$ cat config.mk
export PLATFORM = sky130hd
export DESIGN_NAME = field_extractor
export DESIGN_NICKNAME = d
export VERILOG_FILES = /design/src/rtl/field_extractor.sv
export SDC_FILE = /design/constraint.sdc
export NUM_CORES = 2
export LEC_CHECK = 0
export BUFFER_PORTS_ARGS = -buffer_cell sky130_fd_sc_hd__buf_4
export CORE_MARGIN = 1.5
export CORE_UTILIZATION = 60
export CTS_CLUSTER_DIAMETER = 30
export DETAILED_ROUTE_END_ITERATION = 16
export PLACE_DENSITY_LB_ADDON = 0.1
export SYNTH_ARGS = -nofsm -noshare
export SYNTH_HDL_FRONTEND = slang
export SYNTH_SLANG_ARGS = --single-unit
$ cat constraint.sdc
create_clock -name clk -period 6.7 [get_ports clk]
set_clock_uncertainty 0.1 [all_clocks]
set_input_delay 1.34 -clock clk [delete_from_list [all_inputs] [get_ports clk]]
set_output_delay 1.34 -clock clk [all_outputs]
set_load 0.02 [all_outputs]
$ cat src/rtl/field_extractor.sv
// Captures one field (even rows, or odd rows when FIELD_SEL_EN is defined) of a progressive
// frame into an internal buffer and serves it in raster order to the ELA stage via req/in_data.
module field_extractor #(
    parameter int unsigned COLS = 32,
    parameter int unsigned ROWS = 32,
    parameter int unsigned DW   = 8
) (
    input  logic          clk,
    input  logic          rst,
    input  logic          s_valid,
    input  logic          s_sof,
    input  logic [DW-1:0] s_data,
    output logic          s_ready,
    input  logic          req,
    output logic [DW-1:0] in_data,
    output logic          field_rdy,
    output logic          err,
    output logic          busy
`ifdef FIELD_SEL_EN
    ,
    input  logic          field_sel
`endif
);

    localparam int unsigned CW    = $clog2(COLS);
    localparam int unsigned RW    = $clog2(ROWS);
    localparam int unsigned DEPTH = (ROWS / 2) * COLS;
    localparam int unsigned AW    = $clog2(DEPTH);

    typedef enum logic [1:0] {
        IDLE  = 2'd0,
        CAPT  = 2'd1,
        FULL  = 2'd2,
        DRAIN = 2'd3
    } state_t;

    state_t          state_q, state_d;
    logic [CW-1:0]   col_q, col_d;
    logic [RW-1:0]   row_q, row_d;
    logic [AW-1:0]   rd_ptr_q, rd_ptr_d;
    logic            err_q, err_d;
    logic            field_rdy_q;
    logic            busy_q;
    logic            acc;
    logic            wr_en;
    logic [AW-1:0]   wr_addr;
    logic            sof_field;
    logic            cur_field;
    logic [DW-1:0]   mem [DEPTH];

    // Field parity: taken from field_sel on the accepted sof pixel, then held for the frame.
`ifdef FIELD_SEL_EN
    logic field_q;

    always_ff @(posedge clk or posedge rst) begin
        if (rst) begin
            field_q <= 1'b0;
        end else if (acc && s_sof) begin
            field_q <= field_sel;
        end
    end

    assign sof_field = field_sel;
    assign cur_field = field_q;
`else
    assign sof_field = 1'b0;
    assign cur_field = 1'b0;
`endif

    assign s_ready   = ~rst & ((state_q == IDLE) || (state_q == CAPT));
    assign acc       = s_valid & s_ready;
    assign in_data   = ((state_q == FULL) || (state_q == DRAIN)) ? mem[rd_ptr_q] : '0;
    assign field_rdy = field_rdy_q;
    assign err       = err_q;
    assign busy      = busy_q;

    always_ff @(posedge clk or posedge rst) begin
        if (rst) begin
            state_q     <= IDLE;
            col_q       <= '0;
            row_q       <= '0;
            rd_ptr_q    <= '0;
            err_q       <= 1'b0;
            field_rdy_q <= 1'b0;
            busy_q      <= 1'b0;
        end else begin
            state_q     <= state_d;
            col_q       <= col_d;
            row_q       <= row_d;
            rd_ptr_q    <= rd_ptr_d;
            err_q       <= err_d;
            field_rdy_q <= (state_d == FULL) || (state_d == DRAIN);
            busy_q      <= (state_d == CAPT) || (state_d == DRAIN);
        end
    end

    // Field buffer; contents are deliberately not reset.
    always_ff @(posedge clk) begin
        if (wr_en) begin
            mem[wr_addr] <= s_data;
        end
    end

    always_comb begin
        state_d  = state_q;
        col_d    = col_q;
        row_d    = row_q;
        rd_ptr_d = rd_ptr_q;
        err_d    = err_q;
        wr_en    = 1'b0;
        wr_addr  = {row_q[RW-1:1], col_q};

        case (state_q)
            IDLE: begin
                if (req) begin
                    err_d = 1'b1;
                end
                // Pixels before the first sof are dropped silently.
                if (acc && s_sof) begin
                    wr_en   = ~sof_field;
                    wr_addr = '0;
                    col_d   = CW'(1);
                    row_d   = '0;
                    state_d = CAPT;
                end
            end
            CAPT: begin
                if (req) begin
                    err_d = 1'b1;
                end
                if (acc) begin
                    if (s_sof) begin
                        // Mid-frame sof restarts at (0,0) and overwrites the partial field.
                        wr_en   = ~sof_field;
                        wr_addr = '0;
                        col_d   = CW'(1);
                        row_d   = '0;
                        err_d   = 1'b1;
                    end else begin
                        wr_en = (row_q[0] == cur_field);
                        col_d = CW'(col_q + 1'b1);
                        if (col_q == CW'(COLS - 1)) begin
                            row_d = RW'(row_q + 1'b1);
                            if (row_q == RW'(ROWS - 1)) begin
                                rd_ptr_d = '0;
                                state_d  = FULL;
                            end
                        end
                    end
                end
            end
            FULL: begin
                if (req) begin
                    rd_ptr_d = AW'(rd_ptr_q + 1'b1);
                    state_d  = DRAIN;
                end
            end
            DRAIN: begin
                if (req) begin
                    rd_ptr_d = AW'(rd_ptr_q + 1'b1);
                    if (rd_ptr_q == AW'(DEPTH - 1)) begin
                        state_d = IDLE;
                    end
                end
            end
            default: begin
                state_d = IDLE;
            end
        endcase
    end

endmodule

==> flow_metrics.py <==
metrics = {
    "yosys": {
        "synth.cell_area_um2": 160500,
        "syn-num-nets": 7517,
        "synthCells": 7498,
        "synth.top_cell.area_share_pct": 76.63,
        "synth.lib_cells_used.distinct": 69,
        "ys_ff_latch": 4119,
        "postSynth.asyncResetShare_pct": 0.5584,
        "ys_top_cells_by_area": "sky130_fd_sc_hd__edfxtp_1, sky130_fd_sc_hd__mux4_2, sky130_fd_sc_hd__mux2i_1",
        "post_synth.cell_area_avg_um2": 21.41,
        "synth_top_cell_by_area": "sky130_fd_sc_hd__edfxtp_1",
        "ys_dominant_reg_cell": "sky130_fd_sc_hd__edfxtp_1",
        "number_of_enable_type_register_cells_in_the_synthesized_netlist": 4096,
        "ys.warnings.count": 0,
        "synth_seq_area_share_pct": 76.99,
    },
    "floorplanning": {
        "total_die_area_um2": 270600,
        "core_area_um2": 265600,
        "chipHeight_um": 520.2,
        "row_count": 189,
        "boundaryPins": 25,
        "initial_utilization_pct": 60.44,
        "floorplan.die.width_um": 520.2,
    },
    "critical_path": {
        "r2r_start": "field_rdy",
        "r2r_cells": 9,
        "critPathMaxFanout": 37,
        "cp.arrival_ps": 5260,
        "critical_path_class": "register to output pin",
        "rrSetupSlack_ps": 1360,
        "worst_ep_required_time_ps": 5260,
        "endpoint_of_the_worst_slack_reg_to_reg_timing_path": "mem[117][4]",
        "critical_path_source_type": "register",
        "timing.critical_path.to_type": "output pin",
    },
    "hold_path": {
        "type_of_the_tightest_min_delay_check": "register to register",
        "worst_hold_startpoint": "err",
        "worst_hold_path.endpoint": "err",
        "holdPathStages": 1,
    },
    "timing": {
        "timing_worst_slew_pin_value_ps": 1463,
        "setup_total_negative_slack_ps": 0,
        "slew_headroom_pct": 2.098,
        "report.final.slew_viol_count": 0,
        "final.min_clock_period_ps": 6695,
        "setup_violations": 0,
        "hold_viol": 0,
        "rsz0062_at_grt": "no",
        "peak_freq_ghz": 0.1494,
        "postLayoutSetupSlackWorst_ps": 4.651,
        "finalCritPeriodShare_pct": 99.93,
    },
    "power_and_ir_drop": {
        "power.density_nw_per_um2": 336.1,
        "clkPwrFrac_pct": 54.3,
        "p_leak_nw": 58.07,
        "cellInternalPower_mw": 50.27,
        "seqPwrFrac_pct": 44.7,
        "design_power_total_mw": 63.52,
        "power.combinational.fraction_pct": 1.0,
        "sw_share_pct": 20.87,
        "power.net_switching_mw": 13.25,
        "highest_ir_drop_seen_on_vdd_uv": 284.6,
    },
    "route": {
        "detail_route.first_pass.iterations": 6,
        "num_vias": 81550,
        "route.antenna.remaining_nets": 0,
        "wirelength_um": 414700,
        "post_route_drc_violation_count": 0,
        "detail_route.wl_per_cell_um": 34.05,
        "routed_via_density": 6.696,
        "drt-initial-drc-count": 10400,
    },
    "cts": {
        "clockRootBuffer": "sky130_fd_sc_hd__clkbuf_16",
        "clkSlewWorstSetupHoldPaths_ps": 50,
        "worst_skew_pair.late_latency_ps": 1030,
        "cts_inserted_buffers": 671,
        "cts-htree-levels": 6,
        "cts_sinks": 4119,
        "hold_buffers": 0,
        "tritoncts_clock_tree": "yes",
        "clk_path_buf_depth": 4,
    },
    "global_route": {
        "grt.overflow.total": 0,
        "first_pass_grt_wire_length_um": 596900,
        "grt_pass1_vias": 82380,
        "track_usage_pct": 30.87,
        "antenna_violations_before_repair": 8,
        "grt_max_degree": 168,
    },
    "run_status": {
        "status": "finished clean",
    },
    "placed_design": {
        "dpl.cell_count": 10900,
        "gp_congestion": 0.8895,
        "portbufs": 24,
        "place_worst_setup_slack_ps": 488.5,
        "dp.final_hpwl_um": 239500,
    },
    "finish": {
        "num-nets-final": 8085,
        "nFillCells": 15350,
        "flow.area_growth_from_synthesis_pct": 17.76,
        "layoutNonFillerInstCount": 12180,
        "layout-drive-gt1-share_pct": 28.72,
        "final_core_util_pct": 71.18,
    },
    "job": {
        "drv.max_cap_violation_count": 0,
    },
}
## power by group through the flow
stage | Clock, mW | Sequential, mW | Combinational (mW)
after detailed placement | 0 | 28.9 | 0.644
after floorplan | 0 | 28.9 | 0.0559
after CTS | 34.7 | 28.4 | 0.643
after global routing | 35.9 | 28.4 | 0.674
final | 34.5 | 28.4 | 0.644
after global placement | 0 | 28.9 | 0.610
## critical path: stages, from the launching register on
cell and delay, ps:
sky130_fd_sc_hd__dfrtp_4 630, sky130_fd_sc_hd__buf_4 570, sky130_fd_sc_hd__and2_1 410, sky130_fd_sc_hd__buf_4 390, sky130_fd_sc_hd__a22oi_1 150, sky130_fd_sc_hd__a21oi_1 440
sky130_fd_sc_hd__a211oi_1 240, sky130_fd_sc_hd__nor3_2 760, sky130_fd_sc_hd__o21a_1 190, sky130_fd_sc_hd__a221o_1 210, sky130_fd_sc_hd__buf_4 180
## sequential cells by signal, summed over array words and instances (netlist names)
register   count
err            1
state_q        1
busy           1
field_rdy      1
mem         4096
row_q          5
rd_ptr_q       9
col_q          5
## synth_stat cells (4+ instances only)
cell type                   instances
sky130_fd_sc_hd__a2111o_1          10
sky130_fd_sc_hd__a2111oi_0          5
sky130_fd_sc_hd__a211oi_1          55
sky130_fd_sc_hd__a21oi_1          111
sky130_fd_sc_hd__a221o_1            4
sky130_fd_sc_hd__a22o_1            13
sky130_fd_sc_hd__a22oi_1           60
sky130_fd_sc_hd__and2_1            17
sky130_fd_sc_hd__and3_1             6
sky130_fd_sc_hd__buf_1             16
sky130_fd_sc_hd__buf_12            22
sky130_fd_sc_hd__buf_2             99
sky130_fd_sc_hd__buf_4             50
sky130_fd_sc_hd__buf_6             43
sky130_fd_sc_hd__buf_8             29
sky130_fd_sc_hd__clkbuf_1         215
sky130_fd_sc_hd__dfrtp_1           23
sky130_fd_sc_hd__edfxtp_1        4096
sky130_fd_sc_hd__ha_1               6
sky130_fd_sc_hd__inv_1              4
sky130_fd_sc_hd__mux2_2             5
sky130_fd_sc_hd__mux2i_1          390
sky130_fd_sc_hd__mux4_2           949
sky130_fd_sc_hd__nand2_1          121
sky130_fd_sc_hd__nand2b_1           9
sky130_fd_sc_hd__nand3_1           29
sky130_fd_sc_hd__nand4_1            4
sky130_fd_sc_hd__nor2_1           594
sky130_fd_sc_hd__nor2b_1            8
sky130_fd_sc_hd__nor3_1            65
sky130_fd_sc_hd__nor3b_1           10
sky130_fd_sc_hd__nor4_1             7
sky130_fd_sc_hd__o211ai_1          20
sky130_fd_sc_hd__o21ai_0           62
sky130_fd_sc_hd__o221ai_1         160
sky130_fd_sc_hd__o22ai_1          115
sky130_fd_sc_hd__or4b_1             7
## per-stage QoR
step / instance area [um2] / hold slack (ps)
2_1_floorplan: 160500 / 422.3
3_3_place_gp: 165500 / 366.1
3_5_place_dp: 165500 / 407.2
4_1_cts: 189000 / 424.9
5_1_grt: 189000 / 440.8
6_report: 189000 / 415.6
## worst max-delay path by stage
| stage | from | endpoint | slack (ps) | cells past startpoint |
|---|---|---|---|---|
| after floorplan | rd_ptr_q[0] | in_data[0] | 2460 | 9 |
| after global placement | rd_ptr_q[0] | in_data[6] | 330 | 10 |
| after detailed placement | rd_ptr_q[0] | in_data[7] | 490 | 10 |
| after CTS | rd_ptr_q[3] | in_data[5] | 5 | 10 |
| after global routing | rd_ptr_q[3] | in_data[2] | 9 | 10 |
| final | rd_ptr_q[3] | in_data[2] | 5 | 10 |
## area by class of cell
cell class | instances | area (um2) | area share (%)
inverter | 5 | 32.53 | 0.01721
clock inverter | 491 | 5725 | 3.029
antenna | 7 | 17.52 | 0.009267
timing repair buffer | 368 | 3835 | 2.029
multi-input combinational | 2901 | 34130 | 18.06
clock buffer | 754 | 17260 | 9.132
sequential | 4119 | 123600 | 65.39
tap | 3533 | 4420 | 2.339
## layer usage
layer	wire length (um)	vias to the layer above	track usage, %
met1	159800	43230	43.84
met5	0	-	0.2457
met4	15730	0	11.22
met2	200500	4572	48.39
li1	-	32930	-
met3	38720	816	6.198
## cells in the final DEF, fill, tap and decap left out, drive strengths merged, types with 111 or more instances in the layout
cell type and instances:
mux2i 390, o221ai 160, a21oi 111, o22ai 115, nor2 594, buf 365, edfxtp 4096, clkbuf 754
mux4 949, clkinv 274, nand2 121
## cell families after synthesis
logic type	synth area share, %
XOR/XNOR	0.03275
multiplexers	15.78
AO/OA/AOI/OAI	2.857
adder cells (fa/ha/maj)	0.04677
buffers and inverters	1.942
flip-flops	76.99
AND/OR/NAND/NOR	2.350
## timing repair
| item | in CTS | in global routing |
|---|---|---|
| setup endpoints to repair | 8 | 4 |
| buffers inserted | 19 | 0 |
| cloned | 4 | 0 |
| gates resized for setup | 32 | 5 |
| pin swaps | 2 | 0 |
(Power assumes the default switching activity.)
